--- src/rtl/i2c_pkg.sv ---
// ============================================================================
// Module : i2c_pkg
// Brief  : Shared types and constants for the I2C single-master sequencer.
// Rev    : 1.0  initial release
// ============================================================================
`default_nettype none

package i2c_pkg;

  // Transfer sequencer states
  typedef enum logic [2:0] {
    IDLE     = 3'd0,
    START    = 3'd1,
    ADDR     = 3'd2,
    ADDR_ACK = 3'd3,
    READ     = 3'd4,
    MACK     = 3'd5,
    STOP     = 3'd6
  } state_t;

  // Quarter phases of one SCL bit period
  typedef enum logic [1:0] {
    Q0 = 2'd0,
    Q1 = 2'd1,
    Q2 = 2'd2,
    Q3 = 2'd3
  } phase_t;

  localparam logic ACK  = 1'b0;
  localparam logic NACK = 1'b1;

  // SCL is low in the first half of a bit and high in the second half
  function automatic logic scl_level(input phase_t p);
    return (p == Q2) || (p == Q3);
  endfunction

endpackage

`default_nettype wire

--- src/rtl/i2c_scl_gen.sv ---
// ============================================================================
// Module : i2c_scl_gen
// Brief  : Quarter-period timebase. Counts clk cycles per SCL quarter, steps
//          the phase Q0..Q3 and provides sample / bit-end strobes plus the
//          nominal SCL level of the upcoming phase.
// Rev    : 1.0  initial release
// ============================================================================
`default_nettype none

module i2c_scl_gen
  import i2c_pkg::*;
#(
  parameter int SCL_QUARTER = 125
) (
  input  logic   clk,
  input  logic   rst_,          // synchronous, active-low (includes soft reset)
  output phase_t o_phase_nxt,   // phase that takes effect at the next edge
  output logic   o_scl_nxt,     // SCL level belonging to o_phase_nxt
  output logic   o_sample,      // last clk of Q2: sample SDA
  output logic   o_bit_end      // last clk of Q3: bit boundary
);

  localparam int CW = (SCL_QUARTER > 1) ? $clog2(SCL_QUARTER) : 1;

  logic [CW-1:0] r_qcnt;
  phase_t        r_phase;
  logic          w_qend;
  phase_t        w_phase_nxt;

  assign w_qend = (r_qcnt == CW'(SCL_QUARTER - 1));

  // Next phase: advance one quarter when the counter wraps
  always_comb begin
    w_phase_nxt = r_phase;
    if (w_qend) begin
      case (r_phase)
        Q0:      w_phase_nxt = Q1;
        Q1:      w_phase_nxt = Q2;
        Q2:      w_phase_nxt = Q3;
        Q3:      w_phase_nxt = Q0;
        default: w_phase_nxt = Q0;
      endcase
    end
  end

  // Quarter counter and phase register
  always_ff @(posedge clk) begin
    if (!rst_) begin
      r_qcnt  <= '0;
      r_phase <= Q0;
    end else begin
      r_qcnt  <= w_qend ? '0 : r_qcnt + CW'(1);
      r_phase <= w_phase_nxt;
    end
  end

  assign o_phase_nxt = w_phase_nxt;
  assign o_scl_nxt   = scl_level(w_phase_nxt);
  assign o_sample    = w_qend && (r_phase == Q2);
  assign o_bit_end   = w_qend && (r_phase == Q3);

endmodule

`default_nettype wire

--- src/rtl/fsm_master.sv ---
// ============================================================================
// Module : fsm_master
// Brief  : I2C single-master bit/byte sequencer. START, address byte, slave
//          ACK, optional byte reads with master ACK/NACK, STOP. All state
//          changes happen at bit boundaries; outputs are registered and are
//          decoded from next-state/next-phase so they align with the timebase.
// Rev    : 1.0  initial release
// ============================================================================
`default_nettype none

module fsm_master
  import i2c_pkg::*;
#(
  parameter int SCL_QUARTER = 125
) (
  input  logic       clk,
  input  logic       rst_,
  input  logic       sda_in,
  input  logic       fsm_select_,
  input  logic [7:0] reset_register,
  input  logic [7:0] control_reg,
  output logic       scl_out,
  output logic       sda_out,
  output logic       sda_select
);

  logic       w_rst_n;
  phase_t     w_phase_nxt;
  logic       w_scl_lvl;
  logic       w_sample;
  logic       w_bit_end;

  state_t     r_state;
  state_t     w_state_nxt;
  logic [7:0] r_tx;
  logic [7:0] w_tx_nxt;
  logic       r_rw;
  logic [2:0] r_bitcnt;
  logic       r_ack;
  logic [7:0] r_rx;
  logic       r_mack_nack;
  logic       w_mack_nack_nxt;
  logic       w_start_go;
  logic       w_read_last;
  logic       w_scl_nxt;
  logic       w_sda_nxt;
  logic       w_sel_nxt;

  // Hard and soft reset share one path
  assign w_rst_n = rst_ && (reset_register == 8'h00);

  i2c_scl_gen #(
    .SCL_QUARTER (SCL_QUARTER)
  ) u_scl_gen (
    .clk         (clk),
    .rst_        (w_rst_n),
    .o_phase_nxt (w_phase_nxt),
    .o_scl_nxt   (w_scl_lvl),
    .o_sample    (w_sample),
    .o_bit_end   (w_bit_end)
  );

  // IDLE is always entered on a bit boundary (or from reset with the timebase
  // cleared), so leaving it at the next bit end guarantees a full bus-free
  // SCL period after STOP.
  assign w_start_go  = (r_state == IDLE) && w_bit_end && !fsm_select_;
  assign w_read_last = (r_state == READ) && w_bit_end && (r_bitcnt == 3'd7);

  // Next-state decode; transitions only at bit boundaries
  always_comb begin
    w_state_nxt = r_state;
    if (w_bit_end) begin
      case (r_state)
        IDLE:     if (!fsm_select_) w_state_nxt = START;
        START:    w_state_nxt = ADDR;
        ADDR:     if (r_bitcnt == 3'd7) w_state_nxt = ADDR_ACK;
        ADDR_ACK: w_state_nxt = (r_ack == ACK && r_rw) ? READ : STOP;
        READ:     if (r_bitcnt == 3'd7) w_state_nxt = MACK;
        MACK:     w_state_nxt = (r_mack_nack == NACK) ? STOP : READ;
        STOP:     w_state_nxt = IDLE;
        default:  w_state_nxt = IDLE;
      endcase
    end
  end

  // Next values of the transmit shifter and the master-ACK decision
  always_comb begin
    w_tx_nxt = r_tx;
    if (w_start_go) begin
      w_tx_nxt = control_reg;
    end else if ((r_state == ADDR) && w_bit_end) begin
      w_tx_nxt = {r_tx[6:0], 1'b0};
    end
    w_mack_nack_nxt = w_read_last ? fsm_select_ : r_mack_nack;
  end

  // Pad-level decode for the state/phase that begins at the next edge
  always_comb begin
    w_scl_nxt = 1'b1;
    w_sda_nxt = 1'b1;
    w_sel_nxt = 1'b1;
    case (w_state_nxt)
      IDLE: begin
      end
      START: begin
        w_sda_nxt = (w_phase_nxt == Q0) || (w_phase_nxt == Q1);
      end
      ADDR: begin
        w_scl_nxt = w_scl_lvl;
        w_sda_nxt = w_tx_nxt[7];
      end
      ADDR_ACK, READ: begin
        w_scl_nxt = w_scl_lvl;
        w_sel_nxt = 1'b0;
      end
      MACK: begin
        w_scl_nxt = w_scl_lvl;
        w_sda_nxt = w_mack_nack_nxt;
      end
      STOP: begin
        w_scl_nxt = w_scl_lvl;
        w_sda_nxt = (w_phase_nxt == Q3);
      end
      default: begin
      end
    endcase
  end

  // State register
  always_ff @(posedge clk) begin
    if (!w_rst_n) begin
      r_state <= IDLE;
    end else begin
      r_state <= w_state_nxt;
    end
  end

  // Datapath: address latch/shift, bit counter, ACK and read-data sampling
  always_ff @(posedge clk) begin
    if (!w_rst_n) begin
      r_tx        <= 8'h00;
      r_rw        <= 1'b0;
      r_bitcnt    <= 3'd0;
      r_ack       <= NACK;
      r_rx        <= 8'h00;
      r_mack_nack <= NACK;
    end else begin
      r_tx        <= w_tx_nxt;
      r_mack_nack <= w_mack_nack_nxt;
      if (w_start_go) begin
        r_rw <= control_reg[0];
      end
      if (((r_state == ADDR) || (r_state == READ)) && w_bit_end) begin
        r_bitcnt <= r_bitcnt + 3'd1;
      end
      if (w_sample && (r_state == ADDR_ACK)) begin
        r_ack <= sda_in;
      end
      if (w_sample && (r_state == READ)) begin
        r_rx <= (r_rx << 1) | {7'd0, sda_in};
      end
    end
  end

  // Registered pad outputs
  always_ff @(posedge clk) begin
    if (!w_rst_n) begin
      scl_out    <= 1'b1;
      sda_out    <= 1'b1;
      sda_select <= 1'b1;
    end else begin
      scl_out    <= w_scl_nxt;
      sda_out    <= w_sda_nxt;
      sda_select <= w_sel_nxt;
    end
  end

endmodule

`default_nettype wire

--- config.mk ---
export PLATFORM = sky130hd
export DESIGN_NAME = fsm_master
export DESIGN_NICKNAME = d
export VERILOG_FILES = /design/src/rtl/i2c_pkg.sv /design/src/rtl/i2c_scl_gen.sv /design/src/rtl/fsm_master.sv
export SDC_FILE = /design/constraint.sdc
export NUM_CORES = 1
export LEC_CHECK = 0
export ABC_AREA = 1
export CELL_PAD_IN_SITES_DETAIL_PLACEMENT = 0
export CELL_PAD_IN_SITES_GLOBAL_PLACEMENT = 1
export CORE_MARGIN = 2
export CORE_UTILIZATION = 40
export CTS_BUF_LIST = sky130_fd_sc_hd__clkbuf_4
export DETAILED_ROUTE_END_ITERATION = 7
export PLACE_DENSITY = 0.93
export SETUP_SLACK_MARGIN = 0.1
export SLEW_MARGIN = 40
export SYNTH_ARGS = -nofsm -noshare
export SYNTH_HDL_FRONTEND = slang
export SYNTH_HIERARCHICAL = 1
export SYNTH_SLANG_ARGS = --single-unit
--- constraint.sdc ---
create_clock -name clk -period 2.5 [get_ports clk]
set_clock_uncertainty 0.15 [all_clocks]
set_input_delay 0.5 -clock clk [delete_from_list [all_inputs] [get_ports clk]]
set_output_delay 0.5 -clock clk [all_outputs]
set_load 0.005 [all_outputs]
==> results.sh <==
export IMPL_fin_tns_setup_ps=0
export IMPL_seq_area_frac_synth_pct=37.1
export IMPL_crit_type="flip-flop to flip-flop"
export IMPL_place_gp_congestion=0.760
export IMPL_wl_per_cell_um=10.2
export IMPL_finalCoreUtilization_pct=50.7
export IMPL_endpoint="scl_out"
export IMPL_netlist_area_leader_share_pct=37.1
export IMPL_crit_arrival_ps=2160
export IMPL_yosysMostFrequentCell="nand2_1"
export IMPL_clkPwrFrac_pct=33.4
export IMPL_cts_root_buf="clkbuf_4"
export IMPL_syn_nets=247
export IMPL_critPathLaunch="u_scl_gen/r_qcnt[0]"
export IMPL_layout_nets=275
export IMPL_p_per_area_nw_per_um2=395
export IMPL_initial_core_util_pct=42.1
export IMPL_max_freq_ghz=0.479
export IMPL_synthArstFlopShare_pct=0
export IMPL_comb_power_share_pct=4.6
export IMPL_tightest_slew_ps=487
export IMPL_post_cts_buffers=0
export IMPL_cap_viol_max_count=0
export IMPL_finalMaxSlewViolations=0
export IMPL_fin_crit_ps=2090
export IMPL_synth_cell_types=26
export IMPL_grt_usage_pct=15.9
export IMPL_dieArea_sq_um=4430
export IMPL_syn_area_per_cell_sq_um=7.11
export IMPL_crit_required_ps=2580
export IMPL_finalCritPeriodShare_pct=83.4
export IMPL_rows=22
export IMPL_portBuffers=22
export IMPL_yosys_top_cells_count="54 x nand2_1, 29 x dfxtp_1, 28 x inv_1, 23 x nor2_1, 18 x nand3_1"
export IMPL_grt_pass1_vias=1275
export IMPL_io_pins=23
export IMPL_switching_share_pct=21.3
export IMPL_wl_mm=3.01
export IMPL_ctsResizeCount=0
export IMPL_dieHeight_um=66.5
export IMPL_final_setup_viol_count=0
export IMPL_ir_drop_uv=362
export IMPL_drive_above_1_share_pct=13.8
export IMPL_r2r_end="scl_out"
export IMPL_clkSinkCount=29
export IMPL_drtIter0Drc=69
export IMPL_critPathLaunchType="flip-flop"
export IMPL_grt_start_max_net_pins=15
export IMPL_synth_cells=220
export IMPL_dieWidth_um=66.5
export IMPL_antenna_found_initial=0
export IMPL_cts_hold_buf=0
export IMPL_vias_per_cell=4.76
export IMPL_reg2reg_depth=13
export IMPL_antenna_cells=0
export IMPL_synth_area_sq_um=1560
export IMPL_r2r_start="u_scl_gen/r_qcnt[0]"
export IMPL_design_area_sq_um=1890
export IMPL_insertion_delay_ps=320
export IMPL_placeableCoreArea_sq_um=3720
export IMPL_hp_start="r_bitcnt[0]"
export IMPL_ys_flop_type="dfxtp_1"
export IMPL_dpl_hpwl_mm=2.33
export IMPL_dpl_cell_count=289
export IMPL_cts_tree="done"
export IMPL_dpl_instance_area_sq_um=1840
export IMPL_yosysTopAreaCell="dfxtp_1"
export IMPL_ys_seq_elements=29
export IMPL_synth_warnings=6
export IMPL_netSwitchingPower_uw=158
export IMPL_ant_nets=0
export IMPL_htreeDepth=2
export IMPL_p_leak_uw=0.000753
export IMPL_path_clk_slew_ps=80
export IMPL_status="complete, no violations"
export IMPL_drc_errors=0
export IMPL_grt_pass1_wl_mm=5.28
export IMPL_relSlewSlack_pct=67.5
export IMPL_p_seq_share_pct=62.0
export IMPL_crit_path_max_fanout=5
export IMPL_num_vias=1405
export IMPL_worst_setup_path_end_kind="flip-flop"
export IMPL_finalHoldViolations=0
export IMPL_synth_edff_count=0
export IMPL_cts_made_buffers=5
export IMPL_hp_class="flip-flop to flip-flop"
export IMPL_syn_to_final_growth_pct=20.6
export IMPL_holdPathStages=1
export IMPL_internal_power_uw=586
export IMPL_overflow=0
export IMPL_reg2reg_slack_ps=410
export IMPL_rsz0062_at_grt="no"
export IMPL_clk_path_buf_depth=2
export IMPL_synth_area_leaders="dfxtp_1 37%, nand2_1 13%, inv_1 6.7%"
export IMPL_fin_cells=295
export IMPL_drtPass1Iterations=4
==> layout by cell type (no fill, tap or decap), drive strengths merged <==
master          n
nor3            2
a31oi           6
xor2            2
buf             3
inv            32
nand4           7
nand2          65
ha              7
a21oi           7
or2             1
nand3          21
clkinv          1
dfxtp          29
nor2           29
clkdlybuf4s50  22
o21ai           7
xnor2           1
clkbuf          5
==> logic make-up after synthesis <==
| kind of cell | share of synthesized area [%] |
|---|---|
| and+or+nand+nor | 39.3 |
| adders and majority gates | 5.60 |
| buffers and inverters | 9.20 |
| DFF | 37.1 |
| xor gates and xnor gates | 1.68 |
| AOI/OAI and AO/OA | 7.12 |
==> how the worst min path moves through the flow <==
stage,endpoint,slack [ps]
floorplan,r_bitcnt[0],280
global placement,u_scl_gen/r_qcnt[0],300
detailed placement,r_bitcnt[0],310
CTS,r_bitcnt[0],320
global route,r_tx[0],340
finish,r_bitcnt[0],320
==> power groups by stage <==
stage,sequential (uW),combinational (uW),clock (uW)
6_report,461,34.3,248
3_3_place_gp,472,34.5,0
2_1_floorplan,472,3.71,0
3_5_place_dp,472,34.7,0
5_1_grt,462,36.8,275
4_1_cts,462,34.8,260
==> flip-flops by register name (all words and copies together), names as in the netlist, 2 cells and up <==
| register | flops |
|---|---|
| u_scl_gen/r_qcnt | 7 |
| r_tx | 8 |
| r_bitcnt | 3 |
| r_state | 3 |
| u_scl_gen/r_phase | 2 |
==> metrics by stage <==
stage | setup WS (ps) | hold WS [ps] | total power, uW
3_5_place_dp | 365 | 306 | 507
3_3_place_gp | 365 | 295 | 507
5_1_grt | 183 | 338 | 774
2_1_floorplan | 573 | 279 | 476
4_1_cts | 385 | 319 | 756
6_report | 414 | 316 | 744
==> cell type report <==
cell class | instances | area, sq um
Clock buffer | 5 | 37.5
Fill cell | 398 | 1830
Multi-Input combinational cell | 155 | 840
Timing Repair Buffer | 25 | 243
Sequential cell | 29 | 581
Clock inverter | 1 | 5.00
Inverter | 32 | 120
Tap cell | 48 | 60.1
==> layer usage <==
layer	global-route usage [%]	wire, um
met3	4.56	110
met4	7.65	68
met5	0	0
met1	18.7	1440
met2	26.4	1390
==> worst max-delay path, cell delays in order (launching register included) <==
cell and delay (ps):
dfxtp_1 340, inv_1 80, ha_1 140, nand2_1 50
inv_1 120, nand2_4 80, nor2_1 180, inv_1 140
o21ai_0 240, o21ai_2 110, inv_2 100, nand2_1 80
o21ai_1 130, nand2_1 60
Note: power is estimated with default switching activity, not from simulation.
